==> config.mk <==
export PLATFORM = sky130hd
export DESIGN_NAME = pulse_meter
export DESIGN_NICKNAME = d
export VERILOG_FILES = /design/src/rtl/pulse_meter.sv
export SDC_FILE = /design/constraint.sdc
export NUM_CORES = 1
export LEC_CHECK = 0
export CORE_MARGIN = 2
export CORE_UTILIZATION = 45
export CTS_CLUSTER_SIZE = 14
export DETAILED_ROUTE_END_ITERATION = 10
export GPL_TIMING_DRIVEN = 1
export PLACE_DENSITY = 0.76
export REMOVE_ABC_BUFFERS = 1
export SYNTH_ARGS = -nofsm -noshare
export SYNTH_HDL_FRONTEND = slang
export SYNTH_SLANG_ARGS = --single-unit
==> constraint.sdc <==
create_clock -name clock -period 2.5 [get_ports clock]
set_input_delay 0.5 -clock clock [delete_from_list [all_inputs] [get_ports clock]]
set_output_delay 0.5 -clock clock [all_outputs]
set_load 0.01 [all_outputs]
==> src/rtl/pulse_meter.sv <==
// Measures the length of each high pulse on `in` in clock cycles and offers the
// saturating count to a consumer over the rfd / dav_ handshake.
//
// state   | meaning
// S_ARM   | waiting for in=0 so a pulse already in progress is never measured
// S_IDLE  | line low, waiting for the first high sample
// S_COUNT | counting high samples, saturating at 2^W-1
// S_OFFER | data holds the length, waiting for rfd=1
// S_ACK   | dav_ low, waiting for rfd=0
module pulse_meter #(
  parameter int W = 8
) (
  input  logic         clock,
  input  logic         reset,
  input  logic         in,
  input  logic         rfd,
  output logic         dav_,
  output logic [W-1:0] data
);

  typedef enum logic [2:0] {
    S_ARM,
    S_IDLE,
    S_COUNT,
    S_OFFER,
    S_ACK
  } state_t;

  localparam logic [W-1:0] COUNT_MAX = '1;

  state_t       state, state_nxt;
  logic [W-1:0] count, count_nxt;
  logic [W-1:0] data_nxt;
  logic         dav_nxt;

  always_ff @(posedge clock or posedge reset) begin
    if (reset) begin
      state <= S_ARM;
      count <= '0;
      data  <= '0;
      dav_  <= 1'b1;
    end else begin
      state <= state_nxt;
      count <= count_nxt;
      data  <= data_nxt;
      dav_  <= dav_nxt;
    end
  end

  always_comb begin
    state_nxt = state;
    count_nxt = count;
    data_nxt  = data;
    dav_nxt   = dav_;
    case (state)
      S_ARM: begin
        if (!in) state_nxt = S_IDLE;
      end
      S_IDLE: begin
        if (in) begin
          count_nxt = {{(W-1){1'b0}}, 1'b1};
          state_nxt = S_COUNT;
        end
      end
      S_COUNT: begin
        if (in) begin
          // Saturate rather than wrap so a long pulse never reads as short.
          if (count != COUNT_MAX) count_nxt = count + 1'b1;
        end else begin
          data_nxt  = count;
          state_nxt = S_OFFER;
        end
      end
      S_OFFER: begin
        if (rfd) begin
          dav_nxt   = 1'b0;
          state_nxt = S_ACK;
        end
      end
      S_ACK: begin
        if (!rfd) begin
          dav_nxt   = 1'b1;
          state_nxt = S_ARM;
        end
      end
      default: begin
        state_nxt = S_ARM;
      end
    endcase
  end

endmodule

======== Word-level counts from Yosys, hierarchy flattened ========
Cells that the tools add are included.
Widths: inputs -> output; s select.
operators by class
  add/sub/neg operators ................... 1
  equal/unequal tests ..................... 12
  muxes and demuxes ....................... 13
  bitwise operators ....................... 1
  reductions and logical operators ........ 7
operators with widths
  kind                 count
  $mux 8               3
  $pmux 8 s2           1
  $mux 3               5
  $pmux 3 s5           1
  $ne 2x2->1 const B   7
  $add 8x1->8 const B  1
  $ne 8x8->1 const B   1
  $eq 3x2->1 const B   2
  $reduce_and 5->1     1
  $reduce_and 4->1     1
  $reduce_bool 2->1    2
  $eq 3x1->1 const B   1
  $eq 3x3->1 const B   1
  $logic_not 3->1      1
  $reduce_and 3->1     1
  $mux 1               2
  $pmux 1 s2           1
  $reduce_and 2->1     1
  $not 1->1            1
word-level totals
  register bits after elaboration ......... 20
  input port bits ......................... 4
  output and inout port bits .............. 9

======== Logic depth before layout (Yosys ltp) ========
Gate-level depths: netlist of the first run.
  depth in word-level cells ............... 4
  mapped depth ............................ 5
  mapped depth without buffers ............ 5

======== Worst setup path before layout of the first run ========
No wires, ideal clock.
  path type ............................... reg2reg
  from .................................... register state[2]
  to ...................................... register data[0]
  setup time .............................. 125 ps
  arrival ................................. 1360 ps
  required time ........................... 2375 ps
  slack ................................... 1015 ps
  cell stages (with the launch flop) ...... 6
  clock period less this slack ............ 1485 ps
  cells stage by stage .................... dfrtp_1 -> buf_2 -> nor3b_4 -> and2b_1 -> buf_6 -> mux2_2
on the way
  word-level cells in the longest chain between the ends .. 2
ends and longest elaborated chain
  what                               RTL line  text
  from (decl)                        31        state_t state, state_nxt;
  from (signal assigned)             43        state <= state_nxt;
  $eq 3x2->1                         55        case (state)
  $reduce_and 2->1 (no source line)  --
  to (signal assigned)               45        data <= data_nxt;
  to (decl)                          18        output logic [W-1:0] data
No other way between the ends.
A chain may end at the register's enable or synchronous reset.

======== Worst setup path in the final report of the first run ========
  from .................................... register dav_
  to ...................................... output port dav_
RTL lines
  what                    RTL line  text
  from (decl)             17        output logic dav_,
  from (signal assigned)  46        dav_ <= dav_nxt;
No word-level cell between the ends.

==> flow_summary.ini, run 1 <==
[run_status]
status = finished, final reports clean

[clock_network]
cts_hold_buf = 0
ctsResizeCount = 0
clock-root-buffer = clkbuf_4
clock-sinks = 20
htreeDepth = 1
postCtsSetupBuffers = 0
cts_tree = built
cts.path.max_buffers = 2
clk_pin_slew_ns = 0.11
cts_buffers = 3
worstSkewPairLatency_ns = 0.30

[timing]
finalHoldViolations = 0
period_needed_ns = 1.88
max_freq_mhz = 533
rsz0062_at_grt = false
worst_pin_slew_ns = 0.745
maxSlewHeadroom = 0.503
setup_viol = 0
setup_ws_ns = 0.624
tns_ns = 0
drv_slew = 0
fin_skew_ns = 0.00521
post-route-period-util = 0.750

[yosys]
synth_edf_count = 0
synthesis.area_um2 = 962
synth-xor-area-share = 0
synth_seq_cells = 20
synth_top_family_by_area = simple AND/OR/NAND/NOR gates
synth_area_leaders = dfrtp_1 (49%), mux2_2 (9.4%), nand2_1 (3.9%)
yosys.area_share.simple = 0.191
ys.flop_type = dfrtp_1
synth.mux.area_fraction = 0.0936
ys_warn_count = 0
netlist.area_leader.share = 0.494
yosysTopAreaCell = dfrtp_1
syn_inst = 84
ys_types = 31
synth-compound-area-share = 0.152
synthAdderAreaFrac = 0.0130
synth-seq-area-share = 0.521
synth_area_per_cell_um2 = 11.5
async_flop_share = 1.00

[die]
die_h_um = 50.2
dieArea_mm2 = 0.00252
io_pins = 13
rows = 16
die_w_um = 50.2
core-area_mm2 = 0.00198
initial_core_util = 0.485

[final_layout]
seq_area_um2 = 502
multi_input_comb_area_um2 = 433
final_area_mm2 = 0.00114
drive_gt1_frac = 0.184
area_growth_pct = 18.1
diodes = 0
layout.nets = 104
fillers = 165

[critical_path]
arrival_ns = 1.38
path_buf_inv = 1
startpoint_type = flop
path_class = flop to output pin
path_delay_family = flip-flops
crit_slowest_cell = dfstp_2
cp.required_ns = 2.00
reg2reg_depth = 3
reg2reg_slack_ns = 0.74
crit_path_end_kind = output pin
r2r_start = state[1]$_DFFE_PP0P_
r2r-end = data[6]$_DFFE_PP0P_
worstPathMaxFanout = 3
path_cells = clkdlybuf4s50_1
cp_slowest_stage_delay_ns = 0.55

[global_routing]
grt_pass1_wl_um = 3150
first_global_vias = 708
grtUsageTotal = 0.163
antenna_found_initial = 0
grt_max_degree = 21
grt_overflow = 0

[routing]
vias = 710
viasPerCell = 5.68
drtIter0Drc = 26
first_pass_iters = 4
ant_nets = 0
totalWireLength_um = 1710
drcViolationCount = 0
avgRoutedWirePerCell_um = 13.7

[place]
gp_congestion = 0.707
dp_slack_ns = 0.418
io_buffers = 12
place_area_mm2 = 0.00110
dp_hpwl_um = 1210

[hold_path]
min_path_cells = 2
min_to = dav_$_DFFE_PP1P_
hp-class = flop to flop
hold_start = dav_$_DFFE_PP1P_

[pwr]
peakVddDrop_mv = 0.529
powerDensity_mw_per_mm2 = 951
p_leak_nw = 0.482

[flow_run]
drv_cap = 0
state kept, by name (all words and copies together) (netlist names):
name   count
count      8
data       8
state      3
dav_       1
routing by layer:
layer	part of all wire	up-vias	wire (um)	global-route usage
li1	-	341	-	-
met1	0.47	353	799	0.223
met2	0.49	12	835	0.259
met3	0.029	4	50	0.0208
met4	0.012	0	21	0.0741
met5	0	-	0	0
worst max-delay path by stage:
stage                         startpoint                   end  slack (ns)  cells past startpoint
global route            dav_$_DFFE_PP1P_                  dav_        0.59                      1
finish                  dav_$_DFFE_PP1P_                  dav_        0.62                      1
global placement                      in  count[3]$_DFFE_PP0P_        0.46                      5
CTS                     dav_$_DFFE_PP1P_                  dav_        0.61                      1
detailed placement                    in  count[2]$_DFFE_PP0P_        0.42                      5
floorplan           state[2]$_DFFE_PP0P_   data[0]$_DFFE_PP0P_        0.98                      3
power breakdown:
part / switching, W / internal, W
combinational: 0.000159 / 0.000206
sequential: 0.000110 / 0.000420
clock: 0.0000969 / 0.0000888
cell type report:
type                    instances  share of cell area
inverters                       3             0.00991
repair buffers                 12               0.106
multi-input cells              59               0.381
flip-flops and latches         20               0.442
well taps                      27              0.0297
clock buffers                   4              0.0319
synth_stat cells, drive strengths merged, types with 2 or more instances:
library cell   n
o211ai         2
dfrtp         19
nand3          2
and3           3
nor3           2
nor2           2
a31oi          5
inv            3
mux2           8
a21oi          4
o21a           2
or2b           2
nand2         10
o21ai          5
buf            2
cell families (layout without fill, tap and decap cells):
kind of cell             count (synthesis)  count (layout)
AND/OR/NAND/NOR                         28              28
AO/OA/AOI/OAI                           22              22
flip-flops                              20              20
multiplexers                             8               8
buffers and inverters                    5              19
adder cells (fa/ha/maj)                  1               1
metrics by stage:
step	total power (W)	util	instances	hold WS, ns
2_1_floorplan	0.000749	-	82	0.463
3_3_place_gp	0.000886	0.555	121	0.479
3_5_place_dp	0.000903	0.555	121	0.490
4_1_cts	0.00109	0.573	125	0.508
5_1_grt	0.00116	0.573	125	0.540
6_report	0.00108	0.573	125	0.501
cells in the final DEF, fill, tap and decap left out:
| master | count |
|---|---|
| a41oi_1 | 1 |
| a211oi_1 | 1 |
| and2_1 | 1 |
| a31oi_1 | 5 |
| o21a_1 | 2 |
| nand4bb_4 | 1 |
| and2b_1 | 1 |
| nor2_1 | 2 |
| a21oi_1 | 3 |
| clkdlybuf4s50_1 | 12 |
| o21ai_0 | 5 |
| nor3b_4 | 1 |
| or2b_1 | 2 |
| inv_1 | 3 |
| o21bai_2 | 1 |
| a2bb2oi_1 | 1 |
| and3_1 | 2 |
| clkbuf_8 | 1 |
| nand2_1 | 10 |
| and4_1 | 1 |
| and3_2 | 1 |
| a21oi_2 | 1 |
| clkbuf_4 | 3 |
| dfrtp_1 | 19 |
| mux2_2 | 8 |
| o211ai_1 | 2 |
| nand3b_1 | 1 |
| dfstp_2 | 1 |
| or4_1 | 1 |
| nor3_1 | 2 |
| nand3_1 | 2 |
| ha_1 | 1 |
Power figures use the tool's default switching activity.
==> inputs of run 2 (changes only) <==
--- a/config.mk
+++ b/config.mk
@@ -10,7 +10,7 @@
 export CTS_CLUSTER_SIZE = 14
 export DETAILED_ROUTE_END_ITERATION = 10
 export GPL_TIMING_DRIVEN = 1
-export PLACE_DENSITY = 0.76
+export PLACE_DENSITY = 0.79
 export REMOVE_ABC_BUFFERS = 1
 export SYNTH_ARGS = -nofsm -noshare
 export SYNTH_HDL_FRONTEND = slang
==> constraint.sdc (replaced) <==
create_clock -name clock -period 1.6 [get_ports clock]
set_input_delay 0.32 -clock clock [delete_from_list [all_inputs] [get_ports clock]]
set_output_delay 0.32 -clock clock [all_outputs]
set_load 0.01 [all_outputs]
==> run 2 against run 1 <==
Cell count up 7.2%. Clock power up 55%. Sequential power up 54%. Setup slack worse by 0.54 ns. Largest cell class unchanged. Wire length up 3.8%. Combinational power up 83%. Sequential share of layout area down 2.8 points. Flip-flop and latch count unchanged. First-iteration DRC count down 42%. Non-clock buffer count up 9. Utilization up 4.1 points.
==> flow_summary.ini, run 2 (synthesized netlist as in run 1, its figures left out) <==
[global_routing]
grtUsageMet2 = 0.246
grt_pass1_wl_um = 2940
use_met3 = 0.0268
grt_overflow = 0
antenna_found_initial = 0
grt_max_degree = 21
grt.busiest_layer = met2
grtUsageMet1 = 0.197
first_global_vias = 692
grtUsageTotal = 0.154

[critical_path]
cp.required_ns = 1.28
reg2reg_slack_ns = 0.10
r2r_start = count[1]$_DFFE_PP0P_
crit_path_end_kind = output pin
reg2reg_depth = 6
worstPathMaxFanout = 2
arrival_ns = 1.20
path_class = flop to output pin
path_delay_family = buffers and inverters
worst-path-stages = 1
crit_slowest_cell = clkdlybuf4s50_1
startpoint_type = flop
crit_start = data[6]$_DFFE_PP0P_
r2r-end = count[5]$_DFFE_PP0P_
cp_slowest_stage_delay_ns = 0.54
path_buf_inv = 1
path_cells = clkdlybuf4s50_1

[pwr]
power.total_w = 0.00177
p_leak_nw = 0.528
peakVddDrop_mv = 0.996
powerDensity_mw_per_mm2 = 1450

[clock_network]
htreeDepth = 1
clk_pin_slew_ns = 0.11
cts_tree = built
clock-sinks = 20
clock-root-buffer = clkbuf_4
cts.path.max_buffers = 2
worstSkewPairLatency_ns = 0.30
cts_buffers = 3

[final_layout]
multi_input_comb_area_um2 = 447
top_regs = count (8), data (8), state (3)
layout.nets = 113
diodes = 0
final_cell_mix = dfrtp_1 (18), clkdlybuf4s50_1 (11), nand2_1 (10)
area_growth_pct = 26.5
seq_area_um2 = 503
final_core_util = 0.614
final_common_cell = dfrtp_1
fillers = 153
drive_gt1_frac = 0.280

[timing]
post-route-period-util = 0.950
period_needed_ns = 1.52
finalHoldViolations = 0
tns_ns = 0
maxSlewHeadroom = 0.806
rsz0062_at_grt = false
setup_ws_ns = 0.0797
setup_viol = 0
fin_skew_ns = 0.00126
whs_ns = 0.331
drv_slew = 0
worst_pin_slew_ns = 0.291
max_freq_mhz = 658

[hold_path]
hp-class = primary input to asynchronous set/reset pin

[place]
io_buffers = 12
dp_slack_ns = -0.213
dp_hpwl_um = 1320
gp_congestion = 0.742

[die]
dieArea_mm2 = 0.00252
core-area_mm2 = 0.00198
die_w_um = 50.2
die_h_um = 50.2
initial_core_util = 0.485
rows = 16
io_pins = 13

[routing]
viasPerCell = 5.52
avgRoutedWirePerCell_um = 13.2
totalWireLength_um = 1770
ant_nets = 0
drtIter0Drc = 15
first_pass_iters = 4
vias = 740
drcViolationCount = 0

[run_status]
status = finished, final reports clean

[flow_run]
drv_cap = 0
run 2: cell types whose count changed in the layout (fill, tap and decap cells not counted), sizes merged:
cell           delta
buf               +9
dlygate4sd2       +1
clkdlybuf4s50     -1
run 2: worst min-delay path, delay by kind of cell:
kind     cells  cell delay (ns)
buf+inv      3             0.70
run 2: worst max path at each step:
stage / endpoint
final: data[6]
after CTS: data[4]$_DFFE_PP0P_
after global placement: count[7]$_DFFE_PP0P_
after detailed placement: count[7]$_DFFE_PP0P_
after floorplan: data[0]$_DFFE_PP0P_
after global routing: count[7]$_DFFE_PP0P_
run 2: per-layer routing:
| layer | part of all wire | up-vias |
|---|---|---|
| li1 | - | 354 |
| met1 | 0.45 | 365 |
| met2 | 0.50 | 18 |
| met3 | 0.036 | 3 |
| met4 | 0.018 | 0 |
| met5 | 0 | - |
run 2: where the power goes:
group / switching (W) / internal [W] / leakage [nW]
Clock: 0.000150 / 0.000139 / 0.0210
Combinational: 0.000282 / 0.000385 / 0.247
Sequential: 0.000156 / 0.000659 / 0.259
Total: 0.000588 / 0.00118 / 0.528
run 2: timing repair:
action,4_1_cts,5_1_grt
resized for setup,1,4
pin swaps,0,1
endpoints found under the setup margin,1,11
hold buffers,0,0
buffers inserted,0,1
run 2: layout make-up:
type / count / area share
sequential: 20 / 0.413
multi-input combinational: 59 / 0.367
timing repair buffer: 21 / 0.153
clock buffer: 4 / 0.0298
tap: 27 / 0.0277
inverter: 3 / 0.00925
run 2: per-stage QoR:
stage                     instances  cell area, um2
after floorplan                  82             946
after global placement          129            1160
after detailed placement        129            1160
after CTS                       133            1190
after global routing            134            1220
final                           134            1220
